## config.mk

```make
export PLATFORM = sky130hd
export DESIGN_NAME = uart_cmd_parser
export DESIGN_NICKNAME = d
export VERILOG_FILES = /design/src/rtl/uart_cmd_pkg.sv /design/src/rtl/uart_gap_timer.sv /design/src/rtl/uart_cmd_parser.sv
export SDC_FILE = /design/constraint.sdc
export NUM_CORES = 1
export LEC_CHECK = 0
export CAP_MARGIN = 15
export CORE_ASPECT_RATIO = 0.75
export CORE_UTILIZATION = 52
export CTS_CLUSTER_SIZE = 24
export DETAILED_ROUTE_END_ITERATION = 7
export HOLD_SLACK_MARGIN = 0.12
export PLACE_DENSITY = 0.87
export SLEW_MARGIN = 30
export SYNTH_ARGS = -nofsm -noshare
export SYNTH_HDL_FRONTEND = slang
export SYNTH_SLANG_ARGS = --single-unit
export TNS_END_PERCENT = 20
```

## constraint.sdc

```tcl
create_clock -name iClk -period 3 [get_ports iClk]
set_clock_uncertainty 0.15 [all_clocks]
set_input_delay 0.9 -clock iClk [delete_from_list [all_inputs] [get_ports iClk]]
set_output_delay 0.9 -clock iClk [all_outputs]
set_load 0.02 [all_outputs]
```

## src/rtl/uart_cmd_pkg.sv

```systemverilog
// uart_cmd_pkg
//   Shared types and constants for the UART command parser: the parser FSM
//   state encoding, the frame sync byte, the supported opcodes and the error
//   codes reported on oErrCode.
//   Optional feature macro used by the parser: CMD_CHECKSUM_EN.
package uart_cmd_pkg;

    typedef enum logic [2:0] {
        S_IDLE  = 3'd0,
        S_OPC   = 3'd1,
        S_OPA   = 3'd2,
        S_OPB   = 3'd3,
        S_CHK   = 3'd4,
        S_ISSUE = 3'd5
    } state_t;

    localparam logic [7:0] SYNC_BYTE = 8'hA5;

    localparam logic [7:0] OP_ADD = 8'h01;
    localparam logic [7:0] OP_SUB = 8'h02;
    localparam logic [7:0] OP_MUL = 8'h03;
    localparam logic [7:0] OP_DIV = 8'h04;

    localparam logic [1:0] ERR_NONE     = 2'd0;
    localparam logic [1:0] ERR_OPCODE   = 2'd1;
    localparam logic [1:0] ERR_TIMEOUT  = 2'd2;
    localparam logic [1:0] ERR_CHECKSUM = 2'd3;

    // Opcodes form a contiguous range, so a range test covers all of them.
    function automatic logic isValidOpcode(input logic [7:0] op);
        return (op >= OP_ADD) && (op <= OP_DIV);
    endfunction

endpackage

```

## src/rtl/uart_gap_timer.sv

```systemverilog
// uart_gap_timer
//   Inter-byte gap watchdog. Counts enabled cycles since the last clear and
//   raises expired for one cycle once CYCLES enabled cycles have elapsed.
//   A clear in the same cycle suppresses expiry, so a byte arriving exactly
//   at the deadline always wins.
// Ports:
//   iClk, iRst  clock, asynchronous active-low reset
//   clear       restart the gap measurement (driven by each received byte)
//   enable      count only while a frame is in progress
//   expired     gap limit reached
module uart_gap_timer #(
    parameter int unsigned CYCLES = 200
) (
    input  logic iClk,
    input  logic iRst,
    input  logic clear,
    input  logic enable,
    output logic expired
);

    localparam int unsigned W = (CYCLES > 1) ? $clog2(CYCLES) : 1;

    logic [W-1:0] count;

    assign expired = enable && !clear && (count == W'(CYCLES - 1));

    always_ff @(posedge iClk or negedge iRst) begin
        if (!iRst) begin
            count <= '0;
        end else if (clear || !enable || expired) begin
            count <= '0;
        end else begin
            count <= count + 1'b1;
        end
    end

endmodule

```

## src/rtl/uart_cmd_parser.sv

```systemverilog
// uart_cmd_parser
//   Assembles command frames from a byte stream delivered by uart_rx:
//     A5, OPCODE, A[31:24..7:0], B[31:24..7:0] [, CHK]
//   and presents {opcode, A, B} to the arithmetic unit with a valid/ready
//   handshake. Bad opcodes, inter-byte timeouts and (optionally) checksum
//   mismatches produce a one-cycle oFrameErr pulse with the cause on
//   oErrCode, which holds until the next error.
//   Handshake: oOpValid stays high with oOpcode/oOpA/oOpB stable until the
//   cycle in which iOpReady is also high; that cycle is the transfer.
//   Optional feature macro: CMD_CHECKSUM_EN adds a trailing XOR checksum
//   byte covering OPCODE and all eight operand bytes.
// Ports:
//   iClk, iRst       clock, asynchronous active-low reset
//   iRxByte/iRxDone  received byte and its one-cycle strobe
//   oOpValid/iOpReady command handshake
//   oOpcode, oOpA, oOpB  decoded command
//   oFrameErr, oErrCode  error pulse and cause
//   oState           current FSM state (debug visibility)
module uart_cmd_parser
    import uart_cmd_pkg::*;
#(
    parameter int unsigned CLK_FREQ     = 100000000,
    parameter int unsigned BAUD_RATE    = 115200,
    parameter int unsigned TIMEOUT_BITS = 20
) (
    input  logic        iClk,
    input  logic        iRst,
    input  logic [7:0]  iRxByte,
    input  logic        iRxDone,
    output logic        oOpValid,
    input  logic        iOpReady,
    output logic [7:0]  oOpcode,
    output logic [31:0] oOpA,
    output logic [31:0] oOpB,
    output logic        oFrameErr,
    output logic [1:0]  oErrCode,
    output state_t      oState
);

    // 64-bit intermediate: TIMEOUT_BITS*CLK_FREQ overflows 32 bits easily.
    localparam longint unsigned TIMEOUT_WIDE =
        (64'(TIMEOUT_BITS) * 64'(CLK_FREQ)) / 64'(BAUD_RATE);
    localparam int unsigned TIMEOUT_CYCLES = 32'(TIMEOUT_WIDE);

    state_t     state;
    state_t     stateNext;
    logic [1:0] byteIdx;
    logic       gapEnable;
    logic       gapExpired;
    logic       errPulse;
    logic [1:0] errCodeNext;
    logic       loadOpc;
    logic       shiftA;
    logic       shiftB;
`ifdef CMD_CHECKSUM_EN
    logic [7:0] chkAcc;
`endif

    assign gapEnable = (state == S_OPC) || (state == S_OPA) ||
                       (state == S_OPB) || (state == S_CHK);
    assign oOpValid  = (state == S_ISSUE);
    assign oState    = state;

    uart_gap_timer #(
        .CYCLES (TIMEOUT_CYCLES)
    ) gapTimer (
        .iClk    (iClk),
        .iRst    (iRst),
        .clear   (iRxDone),
        .enable  (gapEnable),
        .expired (gapExpired)
    );

    always_ff @(posedge iClk or negedge iRst) begin
        if (!iRst) begin
            state <= S_IDLE;
        end else begin
            state <= stateNext;
        end
    end

    always_comb begin
        stateNext   = state;
        errPulse    = 1'b0;
        errCodeNext = oErrCode;
        loadOpc     = 1'b0;
        shiftA      = 1'b0;
        shiftB      = 1'b0;
        case (state)
            S_IDLE: begin
                if (iRxDone && (iRxByte == SYNC_BYTE)) stateNext = S_OPC;
            end
            S_OPC: begin
                if (iRxDone) begin
                    if (isValidOpcode(iRxByte)) begin
                        loadOpc   = 1'b1;
                        stateNext = S_OPA;
                    end else begin
                        errPulse    = 1'b1;
                        errCodeNext = ERR_OPCODE;
                        stateNext   = S_IDLE;
                    end
                end
            end
            S_OPA: begin
                if (iRxDone) begin
                    shiftA = 1'b1;
                    if (byteIdx == 2'd3) stateNext = S_OPB;
                end
            end
            S_OPB: begin
                if (iRxDone) begin
                    shiftB = 1'b1;
`ifdef CMD_CHECKSUM_EN
                    if (byteIdx == 2'd3) stateNext = S_CHK;
`else
                    if (byteIdx == 2'd3) stateNext = S_ISSUE;
`endif
                end
            end
`ifdef CMD_CHECKSUM_EN
            S_CHK: begin
                if (iRxDone) begin
                    if (iRxByte == chkAcc) begin
                        stateNext = S_ISSUE;
                    end else begin
                        errPulse    = 1'b1;
                        errCodeNext = ERR_CHECKSUM;
                        stateNext   = S_IDLE;
                    end
                end
            end
`endif
            // Bytes arriving while a command waits are dropped silently.
            S_ISSUE: begin
                if (iOpReady) stateNext = S_IDLE;
            end
            default: stateNext = S_IDLE;
        endcase

        // Timer only expires in byte-consuming states and never in a cycle
        // that carries a byte, so the byte always takes precedence.
        if (gapExpired) begin
            errPulse    = 1'b1;
            errCodeNext = ERR_TIMEOUT;
            stateNext   = S_IDLE;
        end
    end

    // Operand registers double as the outputs; partial frames may leave
    // stale bytes in them, which is harmless because only oOpValid
    // qualifies their use.
    always_ff @(posedge iClk or negedge iRst) begin
        if (!iRst) begin
            byteIdx   <= 2'd0;
            oOpcode   <= 8'h00;
            oOpA      <= 32'h0;
            oOpB      <= 32'h0;
            oFrameErr <= 1'b0;
            oErrCode  <= ERR_NONE;
        end else begin
            oFrameErr <= errPulse;
            oErrCode  <= errCodeNext;
            if (stateNext == S_IDLE) begin
                byteIdx <= 2'd0;
            end else if (shiftA || shiftB) begin
                byteIdx <= byteIdx + 2'd1;
            end
            if (loadOpc) oOpcode <= iRxByte;
            if (shiftA)  oOpA    <= {oOpA[23:0], iRxByte};
            if (shiftB)  oOpB    <= {oOpB[23:0], iRxByte};
        end
    end

`ifdef CMD_CHECKSUM_EN
    always_ff @(posedge iClk or negedge iRst) begin
        if (!iRst) begin
            chkAcc <= 8'h00;
        end else if (loadOpc) begin
            chkAcc <= iRxByte;
        end else if (shiftA || shiftB) begin
            chkAcc <= chkAcc ^ iRxByte;
        end
    end
`endif

endmodule

```

---- Yosys cells after proc, flatten, opt, wreduce, memory -nomap -nowiden ----
Index checks and enable logic that the tools add are counted.
operators by class
  $lt $le $gt $ge ......................... 2
  reductions and logical operators ........ 18
  equal/unequal tests ..................... 9
  multiplexer cells ....................... 27
  $add $sub $neg .......................... 2
operators with widths
  operator               number
  $mux 3                 8
  $add 15x1->15 const B  1
  $eq 15x15->1 const B   1
  $mux 15                1
  $pmux 3 s5             1
  $mux 2                 7
  $mux 1                 10
  $eq 8x8->1 const B     1
  $ge 8x1->1 const B     1
  $le 8x3->1 const B     1
  $eq 3x2->1 const B     2
  $eq 3x3->1 const B     2
  $logic_not 3->1        2
  $logic_or 1x1->1       6
  $reduce_bool 2->1      3
  $logic_and 1x1->1      4
  $eq 3x1->1 const B     1
  $reduce_and 3->1       1
  $add 2x1->2 const B    1
  $eq 2x2->1 const B     1
  $logic_not 1->1        2
  $ne 2x1->1 const B     1
word-level totals
  logic and storage cells ................. 66
  output and inout bits ................... 79
  bits of input ports ..................... 12
  register bits ........................... 95

---- Depth between registers and ports, before layout ----
Gate-level depths: netlist of the first run.
  depth in word-level cells ............... 9
  mapped depth ............................ 7
  depth with buffers taken out ............ 6

---- Hierarchy ----
From an unflattened synthesis of the first run, not the netlist that was laid out.
second synthesis, totals
  cell total of the unflattened synthesis .. 286
  area total of the unflattened synthesis .. 3966.3 um^2
by module, submodules not included
  module           sequential area each (um^2)  area an instance (um^2)  cells an instance  instances
  uart_cmd_parser  2001.9                       3153.0                   205                1
  uart_gap_timer   375.4                        813.3                    81                 1

---- Worst setup path after synthesis of the first run ----
No wires, ideal clock.
  kind .................................... input-to-reg
  from .................................... input port iRxByte[6]
  to ...................................... register oOpcode[0]
  buffers on the path ..................... 0
  data arrival time ....................... 2041 ps
  setup time .............................. 125 ps
  data required time ...................... 2725 ps
  stages on the path ...................... 3
  path slack .............................. 684 ps
  cell sequence ........................... or3_4 nor4_4 mux2_2
between the ends
  cells in the longest elaborated chain, start to end .. 5
  elaborated cells on any way between the ends .. 6
  classes of those cells .................. 2 x order compare; 3 x mux; 1 x reduce/logical
RTL lines
  what                                      line                    RTL
  start, declared                           uart_cmd_parser.sv:28   input logic [7:0] iRxByte,
  $ge 8x1->1 or $le 8x3->1 (tied branches)  uart_cmd_pkg.sv:31      return (op >= OP_ADD) && (op <= OP_DIV);
  $logic_and 1x1->1 (*)                     uart_cmd_pkg.sv:31
  $mux 1 (*)                                uart_cmd_parser.sv:95   if (isValidOpcode(iRxByte)) begin
  $mux 1 (*)                                uart_cmd_parser.sv:94   if (iRxDone) begin
  $mux 1 (*)                                uart_cmd_parser.sv:89   case (state)
  end signal, assigned                      uart_cmd_parser.sv:169  if (loadOpc) oOpcode <= iRxByte;
  end, declared                             uart_cmd_parser.sv:32   output logic [7:0] oOpcode,
Mark *: on every way between the ends. The rest lies on a longest branch, timed or not.
A chain may end at the register's enable or synchronous reset.

---- Worst setup path after layout of the first run ----
  from .................................... register state[2] (netlist: oState[2])
  to ...................................... output port oOpValid
between the ends
  cells in the longest elaborated chain, start to end .. 1
RTL lines
  what                    line                   RTL
  start, declared         uart_cmd_parser.sv:45  state_t state;
  start signal, assigned  uart_cmd_parser.sv:78  state <= stateNext;
  $eq 3x3->1              uart_cmd_parser.sv:61  assign oOpValid = (state == S_ISSUE);
  end, declared           uart_cmd_parser.sv:30  output logic oOpValid,
Every way passes these cells.

==> results of run 1 <==
[worst paths after layout]
check                            start                 end  slack (ns)  cells past startpoint
max reg2reg                  oState[0]  gapTimer.count[13]        1.01                      5
max in group asynchronous         iRst          oOpcode[1]        1.78                      2
max                          oState[2]            oOpValid        0.26                      3
min                               iRst            oOpB[31]        0.25                      1
min reg2reg                oErrCode[1]         oErrCode[1]        0.35                      1
min in group iClk          oErrCode[1]         oErrCode[1]        0.35                      1
[power breakdown]
group | leakage, uW | internal [uW] | total (uW) | switching (uW)
clock | 0.0000825 | 326 | 765 | 439
combinational | 0.000954 | 65.6 | 142 | 76.4
sequential | 0.00132 | 1300 | 1310 | 13.6
total | 0.00236 | 1690 | 2220 | 529
[cell usage after synthesis]
library cell / number
nor2b_1: 7
and4_1: 1
nor3_1: 2
nand4b_1: 1
nor4bb_1: 1
mux2_2: 67
o21a_1: 1
mux2i_1: 1
or3b_1: 2
o21ai_0: 6
a21oi_1: 6
a211oi_1: 2
dfrtp_1: 95
nand2b_1: 3
nor4_1: 2
nand2_1: 6
o41ai_1: 1
and2_1: 1
nand4_1: 4
xnor2_1: 5
buf_2: 6
buf_4: 3
nand3b_1: 1
and3_1: 2
nand3_1: 9
nor4b_1: 2
inv_1: 7
xor2_1: 6
or3_1: 4
and3b_1: 1
o22ai_1: 1
o32ai_1: 1
ha_1: 3
nor2_1: 20
a21o_1: 1
nor4_4: 1
or3_4: 1
[placed cells by master, fill, tap and decap left out, types with 3 or more instances in the layout]
cell type        count
o21ai_0              6
mux2_2              67
nand4_1              4
xnor2_1              5
clkdlybuf4s50_1     89
inv_1                7
ha_1                 3
a21oi_1              6
or3_1                4
nand3_1              9
nand2_1              6
clkinvlp_4           3
nor2_1              19
xor2_1               6
nor2b_1              7
clkbuf_8            10
nand2b_1             3
buf_4                9
dfrtp_1             95
[sequential cells by signal, indices dropped and copies added, names as in the netlist]
register	count
byteIdx	2
gapTimer.count	15
oOpB	32
oOpcode	8
oOpA	32
oFrameErr	1
oState	3
oErrCode	2
[metal layers]
layer  part of all wire  GRT usage  wire (um)  up-vias
met1               0.45      0.315       3620     1313
met5                  0          0          0        -
met2               0.48      0.349       3880       96
met3              0.059     0.0656        478        6
met4             0.0076     0.0435         61        0
li1                   -          -          -     1206
[cells by family after synthesis]
family / after synthesis / synth area share
flip-flops: 95 / 0.613
multiplexers: 68 / 0.197
AO/OA/AOI/OAI: 19 / 0.0294
XOR/XNOR: 11 / 0.0249
adder cells (fa/ha/maj): 3 / 0.00968
AND/OR/NAND/NOR: 71 / 0.105
buffers and inverters: 16 / 0.0203
[area by class of cell]
type / count / share of cell area
inverters: 7 / 0.00512
multi-input cells: 172 / 0.277
well taps: 98 / 0.0239
flip-flops and latches: 95 / 0.464
repair buffers: 100 / 0.195
clock buffers: 10 / 0.0268
clock inverters: 5 / 0.00830
[through the flow]
step | cell area [um2] | util | cells | hold slack (ns) | power [uW]
after detailed placement | 4950 | 0.707 | 472 | 0.339 | 1480
after global routing | 5130 | 0.733 | 487 | 0.245 | 2310
after global placement | 4950 | 0.707 | 472 | 0.318 | 1480
after floorplan | 3880 | - | 283 | 0.323 | 1380
final | 5130 | 0.733 | 487 | 0.248 | 2220
after CTS | 5130 | 0.733 | 487 | 0.243 | 2240
==> impl_summary.log, run 1 <==
[metrics] result of the run: complete, no violations
[metrics] area of the core: about 0.0070 mm2
[metrics] total via count in the routed design: 2621
[metrics] Register Area: 0.00238 mm2
[metrics] TritonCTS sink count: 95
[metrics] CTS tree: done
[metrics] IR drop worst, VDD: 294 uV
[metrics] Pre-antenna DRT Iters: 4
[metrics] area of the multi-input gates: about 0.0014 mm2
[metrics] Worst-Margin Slew: 0.583 ns
[metrics] per-instance average area after synthesis: 13.7 um2
[metrics] cell type contributing the most total cell area after synthesis: dfrtp_1
[metrics] endpoint class of the critical path: output pin
[metrics] horizontal die dimension: 102 um
[metrics] number of hold-repair buffers added at the cts stage: 0
[metrics] Hold Violations, Final: 0
[metrics] largest net degree at the start of global routing: 49
[metrics] CTS-repair resized insts: 0
[metrics] routability congestion estimate from global placement: 0.888
[metrics] die footprint: between 0.007 and 0.008 mm2
[metrics] final worst path period need: ~2.7 ns
[metrics] synth unique cells: 37
[metrics] critical path class: reg -> out
[metrics] leakage component of the power: 0.00236 uW
[metrics] worst slew margin relative to its limit: 0.611
[metrics] startpoint kind of the worst setup timing path: flip-flop
[metrics] share of the cycle needed by the critical path after routing: 0.913
[metrics] CTS clk-pin slew, worst paths: roughly 0.1 ns
[metrics] WL/cell: ~17 um
[metrics] number of diodes: 0
[metrics] area grow syn2layout: 32.3%
[metrics] remaining antenna violation count after routing: 0
[metrics] number of buffer cells added on primary ports: 90
[metrics] path class of the lowest-slack min-delay path: in -> async
[metrics] final count of pins violating max slew: 0
[metrics] most area-consuming cells after synthesis: dfrtp_1 (61%), mux2_2 (19%), nor2_1 (1.9%), xor2_1 (1.4%), nand3_1 (1.2%)
[metrics] wire length of the first global-routing pass: 13.4 mm
[metrics] Clock Root Buffer: clkbuf_8
[metrics] number of buffer and inverter stages on the critical path: 2
[metrics] number of antenna violations at the first check in global routing: 0
[metrics] Syn Inst Count: ~280
[metrics] Worst path top cell family by delay: buffers and inverters
[metrics] Post-Syn Area: 0.00388 mm2
[metrics] top fanout value on the critical path: 8
[metrics] final total negative setup slack: 0 ns
[metrics] initial drt markers: 125
[metrics] Filler Cells Inserted: about 470
[metrics] number of nets at the end of the flow: 400
[metrics] maximum single-stage delay on the critical path: 0.60 ns
[metrics] Arrival @ worst endpoint: 1.69 ns
[metrics] share of layout cells above drive strength 1: 0.247
[metrics] average via count per standard cell: 5.38
[metrics] area share of the largest cell type after synthesis: 0.613
[metrics] Max Clk Rate: 365 MHz
[metrics] RSZ-0062 raised after global routing: false
[metrics] global route overflow: 0
[metrics] final worst setup slack: around 0.26 ns
[metrics] number of cell rows: 26
[metrics] number of clock buffers inserted by TritonCTS: 9
[metrics] Yosys reg bits: 95
[metrics] initial standard-cell utilization of the core: 0.554
[metrics] final setup vio count: 0
[metrics] Seq/Total Area, Yosys: 0.613
[metrics] overall track demand over capacity in global routing: 0.224
[metrics] number of levels the H-tree was split into: 3
[metrics] count of boundary I/O pins: 91
[metrics] Total Wirelength: 8.05 mm
[metrics] Cell Chain, Critical Path: nand3b_1 -> inv_1 -> clkdlybuf4s50_1
[metrics] y dimension of the die: 76.8 um
[metrics] nets in the synthesized netlist: about 300
[metrics] Post-Place Setup Slack: 0.0936 ns
[metrics] insertion delay of the later-clocked pin in the worst-skew pair: 0.36 ns
[metrics] number of remaining DRC errors: 0
[metrics] vias in the first global route: 2734
[metrics] Post-CTS Repair Setup Buffers: 0
[metrics] required time worst endpoint: 1.95 ns
[metrics] pwr/cell area: 433 mW/mm2
[metrics] DP Wirelength: 5.94 mm
[metrics] cell with the largest stage delay on the worst path: clkdlybuf4s50_1
[metrics] synth warn: 0
[metrics] max_cap viols: 0
[metrics] worst-case clock buffer depth: 2
No activity file was read; power rests on OpenSTA's default activity.
==> run 2: changes to the inputs <==
SETUP_SLACK_MARGIN = 0.2   (was not set)
==> run 2 against run 1 <==
  * Count of clock-buffer cells in the layout did not move
  * Register-to-register slack barely moved
  * Power barely moved
  * Sequential share of layout area barely moved
  * Die area did not move
  * Critical path type unchanged
  * Largest cell class unchanged
  * Highest routed layer unchanged
==> impl_summary.log, run 2 (synthesis results as in run 1) <==
[metrics] result of the run: complete, no violations
[metrics] Total Wirelength: 8.05 mm (unchanged)
[metrics] remaining antenna violation count after routing: 0 (unchanged)
[metrics] TritonCTS sink count: 95 (unchanged)
[metrics] area grow syn2layout: 32.3% (about the same)
[metrics] startpoint kind of the worst setup timing path: flip-flop
[metrics] highest metal layer with signal wires: met4
[metrics] number of remaining DRC errors: 0 (unchanged)
[metrics] path class of the lowest-slack min-delay path: in -> async
[metrics] top fanout value on the critical path: 3 (-5)
[metrics] Worst-Margin Slew: 0.583 ns (unchanged)
[metrics] initial standard-cell utilization of the core: 0.554 (unchanged)
[metrics] final total negative setup slack: 0 ns (unchanged)
[metrics] DP Wirelength: 5.94 mm (unchanged)
[metrics] RSZ-0062 raised after global routing: false
[metrics] routability congestion estimate from global placement: 0.888 (unchanged)
[metrics] initial drt markers: 124 (-0.80%)
[metrics] total via count in the routed design: 2621 (unchanged)
[metrics] cell with the largest stage delay on the worst path: clkdlybuf4s50_1
[metrics] met1 layer wirelength in the final routing: 3.62 mm (unchanged)
[metrics] CTS clk-pin slew, worst paths: 0.10 ns (about the same)
[metrics] overall track demand over capacity in global routing: 0.224 (unchanged)
[metrics] number of nets at the end of the flow: 400 (unchanged)
[metrics] Worst path top cell family by delay: buffers and inverters
[metrics] die footprint: 0.00781 mm2 (unchanged)
[metrics] number of clock buffers inserted by TritonCTS: 9 (unchanged)
[metrics] IR drop worst, VDD: 294 uV (unchanged)
[metrics] Pre-antenna DRT Iters: 4 (unchanged)
[metrics] end-of-flow core utilization: 0.733 (about the same)
[metrics] horizontal die dimension: 102 um (unchanged)
[metrics] Clock Root Buffer: clkbuf_8
[metrics] Hold Violations, Final: 0 (unchanged)
[metrics] worst slew margin relative to its limit: 0.611 (unchanged)
[metrics] WL/cell: 16.5 um (unchanged)
[metrics] required time worst endpoint: 1.95 ns (about the same)
[metrics] endpoint class of the critical path: output pin
[metrics] Routed met3 length: 478 um (unchanged)
[metrics] wire length of the first global-routing pass: 13.4 mm (unchanged)
[metrics] slack of the worst reg-to-reg path: 1.01 ns (about the same)
[metrics] number of levels the H-tree was split into: 3 (unchanged)
[metrics] worst-case clock buffer depth: 2 (unchanged)
[metrics] number of diodes: 0 (unchanged)
[metrics] count of boundary I/O pins: 91 (unchanged)
[metrics] CTS tree: done
[metrics] area of the core: 0.00699 mm2 (unchanged)
[metrics] number of antenna violations at the first check in global routing: 0 (unchanged)
[metrics] number of buffer cells added on primary ports: 90 (unchanged)
[metrics] maximum single-stage delay on the critical path: 0.60 ns (about the same)
[metrics] vias in the first global route: 2734 (unchanged)
[metrics] largest net degree at the start of global routing: 49 (unchanged)
[metrics] y dimension of the die: 76.8 um (unchanged)
[metrics] final count of pins violating max slew: 0 (unchanged)
[metrics] registers with the highest flip-flop counts: oOpA x32, oOpB x32, gapTimer.count x15
[metrics] leakage component of the power: 0.00235 uW (about the same)
[metrics] Cell Chain, Critical Path: nand3b_1 -> inv_1 -> clkdlybuf4s50_1
[metrics] share of the cycle needed by the critical path after routing: 0.900 (-0.0128)
[metrics] total length of routed met2 wires: 3.88 mm (unchanged)
[metrics] number of buffer and inverter stages on the critical path: 2 (unchanged)
[metrics] commonest non-fill, non-tap cell in the layout: dfrtp_1
[metrics] max_cap viols: 0 (unchanged)
[metrics] average via count per standard cell: 5.38 (unchanged)
[metrics] number of hold-repair buffers added at the cts stage: 0 (unchanged)
[metrics] count of placed standard cells including taps: 472 (unchanged)
[metrics] share of layout cells above drive strength 1: 0.249 (+0.00257)
[metrics] Arrival @ worst endpoint: 1.65 ns (-0.04 ns)
[metrics] Max Clk Rate: 370 MHz (+1.4%)
[metrics] insertion delay of the later-clocked pin in the worst-skew pair: 0.36 ns (about the same)
[metrics] commonest cells after routing, fill and taps aside: dfrtp_1 (94), clkdlybuf4s50_1 (89), mux2_2 (67)
[metrics] non-filler instance count after layout: 487 (unchanged)
[metrics] final setup vio count: 0 (unchanged)
[metrics] global route overflow: 0 (unchanged)
[metrics] number of cell rows: 26 (unchanged)
[metrics] critical path class: reg -> out
[metrics] pwr/cell area: 432 mW/mm2 (about the same)
[metrics] final worst path period need: 2.70 ns (-0.0385 ns)
-- run 2: stage by stage --
step                instance area, um2  power, uW  worst slack (ns)  hold WS (ns)
floorplan                         3880       1380             0.684         0.323
global placement                  4950       1480             0.192         0.318
detailed placement                4950       1480            0.0936         0.339
CTS                               5130       2240             0.256         0.243
global route                      5130       2310             0.229         0.245
finish                            5130       2220             0.299         0.248
-- run 2: what timing repair did --
action                     CTS  global route
setup endpoints to repair    0             1
gates resized for setup      0             1
setup buffers                0             0
-- run 2: layout make-up --
class	instances	area, um2
Fill cell	467	1870
Inverter	7	26.3
Timing Repair Buffer	100	998
Clock buffer	10	138
Sequential cell	95	2380
Tap cell	98	123
Clock inverter	5	42.5
Multi-Input combinational cell	172	1420
-- run 2: worst paths after layout --
path	start	endpoint	cells after the start
max in group asynchronous	iRst	oState[2]	2
setup reg to reg	oState[0]	gapTimer.count[13]	5
min in group iClk	oErrCode[1]	oErrCode[1]	1
setup / recovery	oState[1]	oOpValid	3
hold reg to reg	oErrCode[1]	oErrCode[1]	1
hold / removal	iRst	oOpB[31]	1
-- run 2: report_power, final --
part	internal [uW]	leakage [uW]	total, uW	switching [uW]
Sequential	1300	0.00132	1310	13.6
Clock	326	0.0000825	765	439
Combinational	65.6	0.000954	142	76.4
-- run 2: routing by layer --
| layer | track usage | vias up |
|---|---|---|
| met5 | 0 | - |
| met4 | 0.0435 | 0 |
| met3 | 0.0656 | 6 |
| met2 | 0.349 | 96 |
| met1 | 0.315 | 1313 |
| li1 | - | 1206 |
==> RTL edit (settings of run 1) <==
Add a define of `CMD_CHECKSUM_EN`.
--- a/src/rtl/uart_cmd_parser.sv
+++ b/src/rtl/uart_cmd_parser.sv
@@ -18,2 +18,4 @@
 //   oState           current FSM state (debug visibility)
+`define CMD_CHECKSUM_EN
+
 module uart_cmd_parser
Behaviour: no difference found for any inputs over 10 cycles, from zero or initial values and one cycle with iRst low; that may be too few to reach the edited logic, so the function may still have changed.
==> RTL edit against run 1 <==
  * Synthesized cell count increased by 25%
  * Synthesized area increased by 16%
  * Wire length increased by 26%
  * Setup slack improved by 84 ps
  * Sequential share of layout area decreased by 2.6 points
  * Power increased by 20%
  * Sequential cell count increased by 8
  * Critical path type unchanged
  * Design area increased by 15%
  * Die area increased by 15%
==> RTL edit: results (changes against run 1) <==
synth_common_cells: "103 x dfrtp_1, 67 x mux2_2, 25 x nor2_1, 20 x nand2_1, 14 x xnor2_1"
nets: 469  # +17%
clk_pin_slew_ps: 60  # -40 ps
place_area_um2: 5590  # +13%
p_leak_nw: 2.687  # +14%
cts_buffers: 9  # unchanged
dp_cells: 548  # +16%
ir_drop_uv: 283.4  # -3.6%
post-synth-top-count-cell: "dfrtp_1"
syn_avg_cell_area_um2: 12.63  # -7.8%
first_pass_iters: 4  # unchanged
cts_resized: 0  # unchanged
cts_root_buffer: "clkbuf_16"
grt_pass1_wl_mm: 16.44  # +23%
yosys_warnings: 0  # unchanged
hold_viol: 0  # unchanged
synth_cell_types: 46  # +24%
crit_fanout: 3  # -5
critical_path_arrival_ps: 1610  # -80 ps
gp_congestion: 0.8891  # +0.14%
via_per_inst: 5.684  # +5.6%
instances_no_fill: 564  # +16%
drt_iter0_markers: 163  # +30%
dp_hpwl_mm: 6.984  # +18%
power_switching_mw: 0.6165  # +17%
status: "completed"
min_path_type: "flop to flop"
drive_gt1_share_pct: 23.97  # -0.71 points
fillers: 540  # +15%
routed_wl_mm: 10.17  # +26%
grt_max_degree: 37  # -24%
worst_skew_pair.late_latency_ps: 350
async_flop_share_pct: 100.0  # unchanged
ys_seq_area_share_pct: 57.48  # -3.9 points
critical_path.max_stage_delay_ps: 620  # +20 ps
diodes: 0  # unchanged
relSlewSlack_pct: 66.50  # +5.4 points
synth.area.top_cells: "dfrtp_1 57%, mux2_2 17%, xnor2_1 2.7%"
syn_nets: 370  # +24%
cts_buffer_depth: 2  # unchanged
grt_usage_pct: 24.20  # +1.8 points
cts_setup_buffers: 0  # unchanged
## RTL edit: power by group through the flow
stage          Combinational [mW]  Sequential (mW)  Clock, mW
3_3_place_gp               0.0981             1.42          0
5_1_grt                     0.112             1.39       1.23
6_report                    0.102             1.39       1.16
3_5_place_dp                0.101             1.42          0
2_1_floorplan              0.0273             1.43          0
4_1_cts                     0.103             1.39       1.17
## RTL edit: layout make-up
class,instances,share of cell area (%)
Inverter,5,0.3185
Multi-Input combinational cell,228,30.54
Sequential cell,103,43.75
Clock inverter,6,1.062
Timing Repair Buffer,107,18.05
Tap cell,105,2.230
Clock buffer,10,4.056
## RTL edit: cell families (layout without fill, tap and decap cells)
| kind of cell | count (synthesis) | in the layout | synth area share [%] |
|---|---|---|---|
| adder cells (fa/ha/maj) | 3 | 3 | 0.8371 |
| AND/OR/NAND/NOR | 101 | 101 | 12.11 |
| buffers and inverters | 24 | 128 | 2.734 |
| XOR/XNOR | 22 | 22 | 4.297 |
| multiplexers | 68 | 68 | 17.05 |
| flip-flops | 103 | 103 | 57.48 |
| AO/OA/AOI/OAI | 34 | 34 | 5.497 |
## RTL edit: layer usage
layer / up-vias / global-route usage (%) / wire (um)
met3: 18 / 5.730 / 673
met5: - / 0 / 0
li1: 1443 / - / -
met1: 1612 / 31.09 / 4350
met2: 133 / 42.52 / 5045
met4: 0 / 4.533 / 104
## RTL edit: critical path: cells and delay by family (launching register included)
kind	cells	cell delay, ps
simple gates	1	170
flops	1	370
buf+inv	2	730
## RTL edit: worst paths after layout
check / startpoint / endpoint / slack, ps / cells past startpoint
max: oState[1]$_DFF_PN0_ / oOpValid / 340 / 3
min: oOpcode[4]$_DFFE_PN0P_ / oOpcode[4]$_DFFE_PN0P_ / 340 / 1
max reg2reg: gapTimer.count[0]$_DFF_PN0_ / gapTimer.count[13]$_DFF_PN0_ / 910 / 6
min reg2reg: oOpcode[4]$_DFFE_PN0P_ / oOpcode[4]$_DFFE_PN0P_ / 340 / 1
max in group asynchronous: iRst / oOpA[3]$_DFFE_PN0P_ / 1690 / 2
min in group asynchronous: iRst / oOpA[22]$_DFFE_PN0P_ / 360 / 1
## RTL edit: metrics by stage
stage | utilization, % | hold WS, ps | setup WS (ps)
2_1_floorplan | - | 310.7 | 686.7
3_3_place_gp | 68.78 | 321.5 | 177.1
3_5_place_dp | 68.78 | 324.0 | 151.8
4_1_cts | 72.49 | 343.2 | 342.9
5_1_grt | 72.49 | 359.0 | 158.9
6_report | 72.49 | 342.0 | 344.4
